--- config.mk ---
export PLATFORM = sky130hd
export DESIGN_NAME = sdm_chan_ctrl_flat
export DESIGN_NICKNAME = d
export VERILOG_FILES = /design/src/rtl/sdm_chan_ctrl_if.sv /design/src/rtl/sdm_chan_ctrl.sv /design/src/flat_wrapper.sv
export SDC_FILE = /design/constraint.sdc
export NUM_CORES = 1
export LEC_CHECK = 0
export CAP_MARGIN = 10
export CELL_PAD_IN_SITES_DETAIL_PLACEMENT = 1
export CELL_PAD_IN_SITES_GLOBAL_PLACEMENT = 1
export CORE_MARGIN = 3
export CORE_UTILIZATION = 35
export CTS_CLUSTER_SIZE = 12
export DETAILED_ROUTE_END_ITERATION = 10
export PLACE_DENSITY_LB_ADDON = 0.1
export SLEW_MARGIN = 5
export SYNTH_ARGS = -nofsm -noshare
export SYNTH_HDL_FRONTEND = slang
export SYNTH_SLANG_ARGS = --single-unit
--- constraint.sdc ---
create_clock -name i_clk -period 7.2 [get_ports i_clk]
set_input_delay 0.72 -clock i_clk [delete_from_list [all_inputs] [get_ports i_clk]]
set_output_delay 0.72 -clock i_clk [all_outputs]
set_load 0.03 [all_outputs]
--- src/rtl/sdm_chan_ctrl_if.sv ---
// Request channel for the SDM channel-switch sequencer.
// The master presents {integer N, 16-bit fraction} with valid.
// The slave accepts the request on the cycle where both valid and ready are high.
interface sdm_chan_ctrl_if;
  logic        req_valid;
  logic        req_ready;
  logic [5:0]  req_n;
  logic [15:0] req_frac;

  modport master (
    output req_valid,
    output req_n,
    output req_frac,
    input  req_ready
  );

  modport slave (
    input  req_valid,
    input  req_n,
    input  req_frac,
    output req_ready
  );
endinterface

--- src/rtl/sdm_chan_ctrl.sv ---
// sdm_chan_ctrl: channel-switch sequencer for the SDM fractional-N loop divider.
// Sequence per accepted request: freeze noise-cancel, load the frequency word,
// wait for lock (or time out), then restore noise-cancel.
// Optional build macro FREQ_RAMP_EN: the word ramps toward the target in
// RAMP_STEP increments instead of jumping in one cycle.
// All outputs are registers, so an asserted reset forces them immediately.
module sdm_chan_ctrl #(
  parameter logic [5:0]  N_MIN      = 6'd8,
  parameter logic [5:0]  N_MAX      = 6'd55,
  parameter logic [5:0]  N_RST      = 6'd30,
  parameter int unsigned FREEZE_CYC = 4,
  parameter int unsigned LOCK_HOLD  = 16,
  parameter int unsigned TIMEOUT    = 4096
`ifdef FREQ_RAMP_EN
  ,
  parameter logic [21:0] RAMP_STEP  = 22'h000400
`endif
) (
  input  logic                  i_clk,
  input  logic                  i_rst,
  sdm_chan_ctrl_if.slave        req_if,
  input  logic                  i_nc_cfg_en,
  input  logic                  i_lock_det,
  output logic [5:0]            o_n,
  output logic [15:0]           o_sdm_in,
  output logic                  o_sdm_nc_enable,
  output logic                  o_busy,
  output logic                  o_done,
  output logic                  o_lock_err,
  output logic                  o_range_err
);

  localparam logic [7:0]  FRZ_LAST  = 8'(FREEZE_CYC - 1);
  localparam logic [8:0]  HOLD_END  = 9'(LOCK_HOLD);
  localparam logic [16:0] TO_END    = 17'(TIMEOUT);

  typedef enum logic [2:0] {
    S_IDLE   = 3'd0,
    S_FREEZE = 3'd1,
    S_LOAD   = 3'd2,
    S_SETTLE = 3'd3,
    S_DONE   = 3'd4
  } state_t;

  state_t      r_state;
  logic [21:0] r_word;
  logic [21:0] r_target;
  logic [7:0]  r_frz_cnt;
  logic [7:0]  r_hold_cnt;
  logic [15:0] r_to_cnt;
  logic        r_nc_en;
  logic        r_busy;
  logic        r_ready;
  logic        r_done;
  logic        r_lock_err;
  logic        r_range_err;

  state_t      w_state_nx;
  logic [21:0] w_word_nx;
  logic [21:0] w_target_nx;
  logic [7:0]  w_frz_nx;
  logic [7:0]  w_hold_nx;
  logic [15:0] w_to_nx;
  logic        w_nc_nx;
  logic        w_done_nx;
  logic        w_lock_err_nx;
  logic        w_range_err_nx;

  logic        w_handshake;
  logic        w_in_range;
  logic [8:0]  w_hold_inc;
  logic [16:0] w_to_inc;

  assign w_handshake = req_if.req_valid & r_ready;
  assign w_in_range  = (req_if.req_n >= N_MIN) && (req_if.req_n <= N_MAX);
  assign w_hold_inc  = {1'b0, r_hold_cnt} + 9'd1;
  assign w_to_inc    = {1'b0, r_to_cnt} + 17'd1;

`ifdef FREQ_RAMP_EN
  // Ramp direction and remaining distance; the word moves monotonically
  // between two legal words, so N never leaves N_MIN..N_MAX.
  logic        w_up;
  logic [21:0] w_dist;
  assign w_up   = (r_target >= r_word);
  assign w_dist = w_up ? (r_target - r_word) : (r_word - r_target);
`endif

  // Next-state and next-output decode for the sequencer.
  always_comb begin
    w_state_nx     = r_state;
    w_word_nx      = r_word;
    w_target_nx    = r_target;
    w_frz_nx       = r_frz_cnt;
    w_hold_nx      = r_hold_cnt;
    w_to_nx        = r_to_cnt;
    w_nc_nx        = r_nc_en;
    w_done_nx      = 1'b0;
    w_lock_err_nx  = 1'b0;
    w_range_err_nx = 1'b0;

    case (r_state)
      S_IDLE: begin
        w_nc_nx = i_nc_cfg_en;
        if (w_handshake) begin
          if (w_in_range) begin
            w_target_nx = {req_if.req_n, req_if.req_frac};
            w_frz_nx    = 8'd0;
            w_nc_nx     = 1'b0;
            w_state_nx  = S_FREEZE;
          end else begin
            // Rejected request: pulse the error and leave the word alone.
            w_range_err_nx = 1'b1;
          end
        end else begin
          w_state_nx = S_IDLE;
        end
      end

      S_FREEZE: begin
        w_nc_nx = 1'b0;
        if (r_frz_cnt == FRZ_LAST) begin
          w_state_nx = S_LOAD;
        end else begin
          w_frz_nx = r_frz_cnt + 8'd1;
        end
      end

      S_LOAD: begin
        w_nc_nx = 1'b0;
`ifdef FREQ_RAMP_EN
        if (w_dist <= RAMP_STEP) begin
          w_word_nx  = r_target;
          w_hold_nx  = 8'd0;
          w_to_nx    = 16'd0;
          w_state_nx = S_SETTLE;
        end else if (w_up) begin
          w_word_nx = r_word + RAMP_STEP;
        end else begin
          w_word_nx = r_word - RAMP_STEP;
        end
`else
        w_word_nx  = r_target;
        w_hold_nx  = 8'd0;
        w_to_nx    = 16'd0;
        w_state_nx = S_SETTLE;
`endif
      end

      S_SETTLE: begin
        w_nc_nx   = 1'b0;
        w_hold_nx = i_lock_det ? w_hold_inc[7:0] : 8'd0;
        w_to_nx   = w_to_inc[15:0];
        // Lock is tested first so it wins over a simultaneous timeout.
        if (i_lock_det && (w_hold_inc == HOLD_END)) begin
          w_done_nx  = 1'b1;
          w_state_nx = S_DONE;
        end else if (w_to_inc == TO_END) begin
          w_done_nx     = 1'b1;
          w_lock_err_nx = 1'b1;
          w_state_nx    = S_DONE;
        end else begin
          w_state_nx = S_SETTLE;
        end
      end

      S_DONE: begin
        w_nc_nx    = i_nc_cfg_en;
        w_state_nx = S_IDLE;
      end

      default: begin
        w_nc_nx    = 1'b0;
        w_state_nx = S_IDLE;
      end
    endcase
  end

  // State and output registers; reset restores divider-reset word and IDLE.
  always_ff @(posedge i_clk or posedge i_rst) begin
    if (i_rst) begin
      r_state     <= S_IDLE;
      r_word      <= {N_RST, 16'h0000};
      r_target    <= {N_RST, 16'h0000};
      r_frz_cnt   <= 8'd0;
      r_hold_cnt  <= 8'd0;
      r_to_cnt    <= 16'd0;
      r_nc_en     <= 1'b0;
      r_busy      <= 1'b0;
      r_ready     <= 1'b1;
      r_done      <= 1'b0;
      r_lock_err  <= 1'b0;
      r_range_err <= 1'b0;
    end else begin
      r_state     <= w_state_nx;
      r_word      <= w_word_nx;
      r_target    <= w_target_nx;
      r_frz_cnt   <= w_frz_nx;
      r_hold_cnt  <= w_hold_nx;
      r_to_cnt    <= w_to_nx;
      r_nc_en     <= w_nc_nx;
      r_busy      <= (w_state_nx != S_IDLE);
      r_ready     <= (w_state_nx == S_IDLE);
      r_done      <= w_done_nx;
      r_lock_err  <= w_lock_err_nx;
      r_range_err <= w_range_err_nx;
    end
  end

  assign req_if.req_ready = r_ready;
  assign o_n              = r_word[21:16];
  assign o_sdm_in         = r_word[15:0];
  assign o_sdm_nc_enable  = r_nc_en;
  assign o_busy           = r_busy;
  assign o_done           = r_done;
  assign o_lock_err       = r_lock_err;
  assign o_range_err      = r_range_err;

endmodule

--- src/flat_wrapper.sv ---
// flat-port wrapper written by rule: the top's interface ports become plain ports
module sdm_chan_ctrl_flat 
#(
  parameter logic [5:0]  N_MIN      = 6'd8,
  parameter logic [5:0]  N_MAX      = 6'd55,
  parameter logic [5:0]  N_RST      = 6'd30,
  parameter int unsigned FREEZE_CYC = 4,
  parameter int unsigned LOCK_HOLD  = 16,
  parameter int unsigned TIMEOUT    = 4096

)
  (i_clk, i_rst, i_nc_cfg_en, i_lock_det, o_n, o_sdm_in, o_sdm_nc_enable, o_busy, o_done, o_lock_err, o_range_err, req_if_req_valid, req_if_req_n, req_if_req_frac, req_if_req_ready);
  sdm_chan_ctrl_if req_if_i ();
  input  logic i_clk;
  input  logic i_rst;
  input  logic i_nc_cfg_en;
  input  logic i_lock_det;
  output logic [5:0] o_n;
  output logic [15:0] o_sdm_in;
  output logic o_sdm_nc_enable;
  output logic o_busy;
  output logic o_done;
  output logic o_lock_err;
  output logic o_range_err;
  input wire logic [$bits(req_if_i.req_valid)-1:0] req_if_req_valid;
  input wire logic [$bits(req_if_i.req_n)-1:0] req_if_req_n;
  input wire logic [$bits(req_if_i.req_frac)-1:0] req_if_req_frac;
  output wire logic [$bits(req_if_i.req_ready)-1:0] req_if_req_ready;
  assign req_if_i.req_valid = req_if_req_valid;
  assign req_if_i.req_n = req_if_req_n;
  assign req_if_i.req_frac = req_if_req_frac;
  assign req_if_req_ready = req_if_i.req_ready;
  sdm_chan_ctrl #(.N_MIN(N_MIN), .N_MAX(N_MAX), .N_RST(N_RST), .FREEZE_CYC(FREEZE_CYC), .LOCK_HOLD(LOCK_HOLD), .TIMEOUT(TIMEOUT)) u_core (.i_clk(i_clk), .i_rst(i_rst), .req_if(req_if_i), .i_nc_cfg_en(i_nc_cfg_en), .i_lock_det(i_lock_det), .o_n(o_n), .o_sdm_in(o_sdm_in), .o_sdm_nc_enable(o_sdm_nc_enable), .o_busy(o_busy), .o_done(o_done), .o_lock_err(o_lock_err), .o_range_err(o_range_err));
endmodule
### Word level (Yosys, flattened, before mapping)

Index checks and enable logic that the tools add are counted.

| operators by class | value |
|---|---|
| $add $sub $neg | 3 |
| multiply operators | 0 |
| divide/modulo/power cells | 0 |
| $lt $le $gt $ge | 2 |
| equality and inequality tests | 10 |
| shift-type cells | 0 |
| multiplexer cells | 24 |
| bitwise operators | 1 |
| reduce and logical (&&, ||, !) cells | 9 |

Operator list:

| cell | count |
|---|---|
| $mux W8 | 4 |
| $pmux W16 S2 | 1 |
| $pmux W8 S2 | 2 |
| $add A16 B1 Y17 const B | 1 |
| $eq A17 B13 Y1 const B | 1 |
| $mux W3 | 5 |
| $pmux W3 S4 | 1 |
| $mux W1 | 10 |
| $add A8 B1 Y9 const B | 1 |
| $eq A9 B5 Y1 const B | 1 |
| $add A8 B1 Y8 const B | 1 |
| $eq A8 B2 Y1 const B | 1 |
| $eq A3 B2 Y1 const B | 2 |
| $ge A6 B4 Y1 const B | 1 |
| $le A6 B6 Y1 const B | 1 |
| $logic_not A3 Y1 | 2 |
| $ne A2 B1 Y1 const B | 2 |
| $reduce_and A4 Y1 | 1 |
| $reduce_bool A2 Y1 | 2 |
| $eq A3 B1 Y1 const B | 1 |
| $eq A3 B3 Y1 const B | 1 |
| $reduce_and A3 Y1 | 1 |
| $reduce_bool A3 Y1 | 1 |
| $logic_and A1 B1 Y1 | 2 |
| other kinds (3) | 3 |

| word-level totals | value |
|---|---|
| register bits after elaboration | 85 |
| latch bits | 0 |
| bits in writable memories | 0 |
| bits in read-only memories | 0 |
| logic and storage cells | 61 |
| memories | 0 |

### Longest topological paths before layout

| depth | value |
|---|---|
| word-level depth | 6 |
| gate-level depth with buffers | 8 |

### Worst setup path after synthesis

No wires, ideal clock.

| path | value |
|---|---|
| path type | input to register |
| start point | input req_if_req_n[5] |
| end point | register u_core.r_target[0] |
| setup time | 0.125 ns |
| arrival | 2.022 ns |
| data required time | 7.075 ns |
| setup slack | 5.053 ns |
| stages on the path | 4 |
| path buffers | 1 |
| cell sequence | or3_1 nand4_1 clkbuf_1 mux2_2 |

| between the ends | value |
|---|---|
| word-level cells in the longest chain between the ends | 3 |

Ends and longest elaborated chain:

| item | line | text |
|---|---|---|
| start, declared | flat_wrapper.sv:26 | `input wire logic [$bits(req_if_i.req_n)-1:0] req_if_req_n;` |
| $ge A6 B4 Y1 / $le A6 B6 Y1 (equally long branches) | sdm_chan_ctrl.sv:75 | `assign w_in_range = (req_if.req_n >= N_MIN) && (req_if.req_n <= N_MAX);` |
| $logic_and A1 B1 Y1 (*) | sdm_chan_ctrl.sv:75 |  |
| $reduce_and A3 Y1 (no line) (*) | -- |  |
| end signal, assigned | sdm_chan_ctrl.sv:183 | `r_target <= {N_RST, 16'h0000};` |
| end signal, assigned | sdm_chan_ctrl.sv:196 | `r_target <= w_target_nx;` |
| end, declared | sdm_chan_ctrl.sv:47 | `logic [21:0] r_target;` |

Every way passes the cells marked *; elsewhere a longest branch is shown, timed or not.
A chain may end at the register's enable or synchronous reset.

### Final worst setup path

| path | value |
|---|---|
| start point | register u_core.r_state[0] |
| end point | register u_core.r_hold_cnt[7] |

| between the ends | value |
|---|---|
| word-level cells in the longest chain between the ends | 2 |

Ends and longest elaborated chain:

| item | line | text |
|---|---|---|
| start, declared | sdm_chan_ctrl.sv:45 | `state_t r_state;` |
| start signal, assigned | sdm_chan_ctrl.sv:194 | `r_state <= w_state_nx;` |
| $eq A3 B2 Y1 | sdm_chan_ctrl.sv:101 | `case (r_state)` |
| $pmux W8 S2 / $reduce_bool A2 Y1 (equally long branches) | -- |  |
| end signal, assigned | sdm_chan_ctrl.sv:198 | `r_hold_cnt <= w_hold_nx;` |
| end, declared | sdm_chan_ctrl.sv:49 | `logic [7:0] r_hold_cnt;` |

Several ways; a longest one is shown, not always the timed one.

==> results by group <==
Status
  • Outcome: complete, no violations

Global routing
  • Overall routing resource usage: 0.1629
  • Largest net degree at the start of global routing: 86
  • First-pass GRT wire length: 16580 microns
  • Antenna violations before repair: 0
  • Number of global-route vias before repair: 3222
  • Gr ovfl total: 0

Power
  • Power Density: 399.5 nW/um^2
  • Leakage: 2.059 nW
  • Worst ir drop on vdd: 0.0002072 V

Cells and area
  • Area Overhead vs Synth: 24.06%
  • Fillers: 1245
  • Ant. Diodes: 0
  • Layout cell share with drive strength beyond 1: 0.1854
  • Final nets: 453
  • Final core utilization: 0.4509

Route
  • Residual DRC count: 0
  • Vias post-DR: 3047
  • WL/cell: 17.33 microns
  • Final ANT Viol Nets: 0
  • Vias per Instance: 5.383
  • First-pass DRT Iterations: 4
  • Detailed Route Iter0 Violations: 120
  • Post-Route WL: 9811 microns

Setup path
  • Max incr delay on CP: 0.63 ns
  • Crit path launch type: flop
  • Critical Path End Type: flop
  • Crit path arrival time: 2.84 ns
  • Worst-path maximum fanout: 12
  • Ordered cell list for the critical path: clkinv_1, nor2_1, buf_4, nand2_1, or4_1, o21ai_0
  • Worst EP required: 7.46 ns
  • Crit Path Class: flop to flop
  • Slowest CP cell: dfrtp_1

Synthesis
  • Sequential area share after synthesis: 0.5334
  • Mapped Nets: 402
  • Main flop type after synthesis: dfrtp_1
  • Compound-Gate Fraction of Synth Area: 0.1127
  • Synth Area in Adders: 0.01561
  • Post-Syn Area: 4009 sq um
  • Xor and xnor area share after synthesis: 0.03059
  • Largest family of logic cells by synthesized area: simple AND/OR/NAND/NOR gates
  • Gate Count Post-Synth: 370
  • Synth top cells by count: dfrtp_1 (76), nand2_1 (45), mux2_2 (43)
  • Syn Area/Cell: 10.83 sq um
  • Most frequent cell after synthesis: dfrtp_1
  • #FFs+latches synth: 85
  • Synth top area share: 0.4744
  • Synth unique cells: 51
  • Post-synth top area cell: dfrtp_1
  • Synth area leaders: dfrtp_1 (47%), mux2_2 (12%), dfstp_2 (5.9%)
  • Yosys warns: 0
  • Simple logic cell fraction of the synthesized area: 0.1595
  • Post-synthesis mux area share: 0.1208
  • Post-synth EDFFs: 0
  • FFs w/ async S/R, synth: 1.000

Timing
  • Period utilisation layout: 0.3591
  • Final worst slack: 4.615 ns
  • Tmin final: 2.585 ns
  • RSZ-0062 raised after global routing: false
  • Setup TNS: 0 ns
  • Pins Over Slew Limit: 0
  • Setup violators final: 0
  • Max Clk Rate: 386.8 MHz
  • Slew @ Worst Pin: 1.077 ns
  • Max-slew headroom: 0.2823
  • Hold Fails Final Rpt: 0
  • Setup Skew: 0.006206 ns
  • Min Hold Slack: 0.5046 ns

Die
  • Initial core utilization: 0.3634
  • Die Y: 113.0 microns
  • Die area: 12770 sq um
  • IO Pins: 55
  • Core Area: 11030 sq um
  • Chip width: 113.0 microns
  • Num rows: 38

Placed design
  • Hpwl dp: 6690 microns
  • Gpl congestion: 0.7784
  • Buffers on Ports: 54
  • Worst slack, placed: 4.429 ns

CTS
  • CTS Buf Count: 9
  • Setup Buffers After CTS: 0
  • Post-cts sizing count: 0
  • Clock sinks: 85
  • CTS tree: yes
  • Clock buffer depth: 2
  • Clock transition at the registers of the reported paths: 0.06 ns
  • Worst skew pair latency: 0.34 ns
  • # H-tree levels: 3
  • Clock Root Buffer: clkbuf_16
  • Hold Buf Count CTS: 0

Run
  • Max Cap Viol: 0

Min path
  • Worst min path class: flop to flop
==> flip-flops by register name (all words and copies together) (netlist names), 3 cells and up <==
name	count
u_core.r_hold_cnt	8
u_core.r_frz_cnt	8
u_core.r_to_cnt	16
u_core.r_target	22
u_core.r_word	22
u_core.r_state	3
==> through the flow <==
stage	power [W]	instances	cell area, sq um
6_report	0.001987	566	4974
2_1_floorplan	0.001263	370	4009
3_3_place_gp	0.001517	550	4682
3_5_place_dp	0.001543	550	4682
5_1_grt	0.002127	566	4974
4_1_cts	0.002022	566	4974
==> report_power, final <==
group	switching [W]	internal [W]
clock network	0.000191	0.000269
registers	0.000137	0.000660
logic	0.000402	0.000327
==> cell usage in the layout, fill, tap and decap left out, types with 4 or more instances in the layout <==
cell type | netlist | routed
ha_1 | 5 | 5
nor3_1 | 7 | 7
o31ai_1 | 6 | 6
inv_1 | 8 | 7
clkdlybuf4s50_1 | 0 | 54
nand4_1 | 14 | 14
o21ai_0 | 25 | 25
and3_1 | 4 | 4
xnor2_1 | 5 | 5
buf_4 | 1 | 4
nand2_1 | 45 | 45
dfrtp_1 | 76 | 76
a31oi_1 | 5 | 5
dfstp_2 | 9 | 9
nand3_1 | 10 | 10
xor2_1 | 9 | 9
clkbuf_16 | 0 | 9
a21oi_1 | 13 | 13
clkinv_2 | 0 | 4
mux2_2 | 43 | 43
nor2_1 | 17 | 16
o22ai_1 | 6 | 6
==> path summary, 6_finish.rpt <==
kind,startpoint,endpoint,slack [ns],cells past startpoint
max,u_core.r_state[0],u_core.r_hold_cnt[7],4.61,6
min,u_core.r_target[1],u_core.r_target[1],0.50,1
max reg2reg,u_core.r_state[0],u_core.r_hold_cnt[7],4.61,6
min reg2reg,u_core.r_target[1],u_core.r_target[1],0.50,1
max in group asynchronous,i_rst,u_core.r_target[9],5.47,3
min in group asynchronous,i_rst,u_core.r_word[2],1.06,3
==> final cells by class <==
type	count	area, sq um	area share
flip-flops and latches	85	2138	0.4299
multi-input cells	258	1763	0.3545
clock buffers	10	229.0	0.04604
repair buffers	58	570.5	0.1147
inverters	9	35.03	0.007044
well taps	140	175.2	0.03522
clock inverters	6	62.56	0.01258
==> routing by layer <==
layer  up-vias  share of wire  global-route usage
li1       1441              -                   -
met5         -              0                   0
met2        58           0.48              0.2611
met4         0          0.015             0.06170
met3        12          0.052             0.04759
met1      1536           0.45              0.2092
==> kinds of logic after synthesis <==
| family | count (synthesis) |
|---|---|
| compound gates | 73 |
| fa+ha+maj | 5 |
| mux | 43 |
| flops | 85 |
| simple gates | 123 |
| xor+xnor | 14 |
| buf+inv | 27 |
==> critical path: cells and delay by family, from the launching register on <==
kind / cells / cell delay, ns
simple gates: 3 / 1.04
buf+inv: 2 / 0.68
compound gates: 1 / 0.15
flops: 1 / 0.63
Note: power is estimated with default switching activity, not from simulation.
==> patch: new RTL, config.mk and constraints unchanged <==
The option `FREQ_RAMP_EN` is turned on by a define.
--- a/src/rtl/sdm_chan_ctrl.sv
+++ b/src/rtl/sdm_chan_ctrl.sv
@@ -4,6 +4,8 @@
 // Optional build macro FREQ_RAMP_EN: the word ramps toward the target in
 // RAMP_STEP increments instead of jumping in one cycle.
 // All outputs are registers, so an asserted reset forces them immediately.
+`define FREQ_RAMP_EN
+
 module sdm_chan_ctrl #(
   parameter logic [5:0]  N_MIN      = 6'd8,
   parameter logic [5:0]  N_MAX      = 6'd55,
Check against the original RTL: not equivalent (a bounded check fails within 10 cycles, from zero or initial values and one cycle with i_rst high).
==> patch against the original RTL <==
- routed wire length is 120% higher
- final cell count is 100% higher
- synthesized cell count up 130%
- sequential cell count unchanged
- design area rose by 59%
- area after synthesis up 72%
- core utilization fell by 3.5 points
- worst setup slack worse by 3300 ps
- largest cell class is now multi-input gates
Power is left out: it rests on default switching activity, and per cell area and clock period it moved more than threefold.
==> patch: results (changes against the original RTL) <==
[grt]
grt_max_degree = 57  ; was 86
use_met3_pct = 2.95  ; was 4.76%

[hold_path]
whs_path_depth = 2  ; was 1
holdCritStartpoint = u_core.r_target[17]$_DFFE_PP1P_  ; was u_core.r_target[1]$_DFFE_PP0P_
whs_endpoint = u_core.r_word[17]$_DFFE_PP1N_  ; was u_core.r_target[1]$_DFFE_PP0P_

[drt]
drt_pass1_iterations = 6  ; was 4
vias = 6540  ; was 3,047
vias_per_cell = 5.65  ; was 5.38
wl_met2_um = 10700  ; was 4690 um
dr_wl_met3_um = 663  ; was 510 um
wl_met1_um = 9930  ; was 4460 um
drt_iter0_drc = 336  ; was 120

[logic_synthesis]
netlist_top_cells_count = nand2_1 (94), nor2_1 (80), dfrtp_1 (76), o21ai_0 (69), inv_1 (60)  ; was dfrtp_1 (76), nand2_1 (45), mux2_2 (43), o21ai_0 (25), nor2_1 (17)
synth_mux_area_share_pct = 2.97  ; was 12.1%
synth-xor-area-share_pct = 4.06  ; was 3.06%
synth.avg_cell_area_um2 = 8.00  ; was 10.8 um^2
synth.area.top_cells = dfrtp_1 (28%), ha_1 (11%), nand2_1 (5.1%)  ; was dfrtp_1 (47%), mux2_2 (12%), dfstp_2 (5.9%)
synth_compound_area_share_pct = 23.9  ; was 11.3%
synth.yosys.seq_area_share_pct = 31.0  ; was 53.3%

[cells_and_area]
drive_above_1_share_pct = 5.57  ; was 18.5%
fillers = 2304  ; was 1,245
nets = 978  ; was 453

[worst_setup_path]
reg2reg_slack_ps = 1350  ; was 4610 ps
r2r_cells = 20  ; was 6
path_max_fanout = 17  ; was 12
endpoint = u_core.r_word[21]$_DFFE_PP0N_  ; was u_core.r_hold_cnt[7]$_DFFE_PP0P_

[timing]
period_minus_slack_ps = 5850  ; was 2590 ps
worstMarginPinSlew_ps = 778  ; was 1080 ps
hold-worst-slack_ps = 531  ; was 505 ps

[placement]
place_area_mm2 = 0.00762  ; was 0.00468 mm^2
hpwl_um = 16500  ; was 6690 um

[status]
outcome = finished clean  ; unchanged

patch: final cells by class:
cell class	instances	area, um^2	area share, %
Multi-Input combinational cell	674	4330	54.7
Sequential cell	85	2140	27.0
Timing Repair Buffer	61	593	7.50
Tap cell	260	325	4.11
Clock buffer	11	233	2.94
Inverter	61	230	2.91
Clock inverter	5	61.3	0.775
patch: critical path, stage by stage (launching register included):
cell and delay [ps]:
dfstp_2 580, inv_1 60, ha_1 530, nand4_1 140, nor4_1 330, a31oi_1 190
and2_4 230, nand2_1 500, clkinv_1 730, ha_1 530, a21o_1 180, a21o_1 200
a21o_1 180, a21o_1 190, a21oi_1 190, o21ai_0 150, o41ai_1 340, xnor2_1 190
nor3_1 70, o21ai_0 100, nand3_1 100
patch: cells by family (layout without fill, tap and decap cells):
group	count (synthesis)	count (layout)
AO/OA/AOI/OAI	259	259
XOR/XNOR	32	32
adder cells (fa/ha/maj)	59	59
buffers and inverters	104	138
flip-flops	85	85
multiplexers	20	20
AND/OR/NAND/NOR	304	304
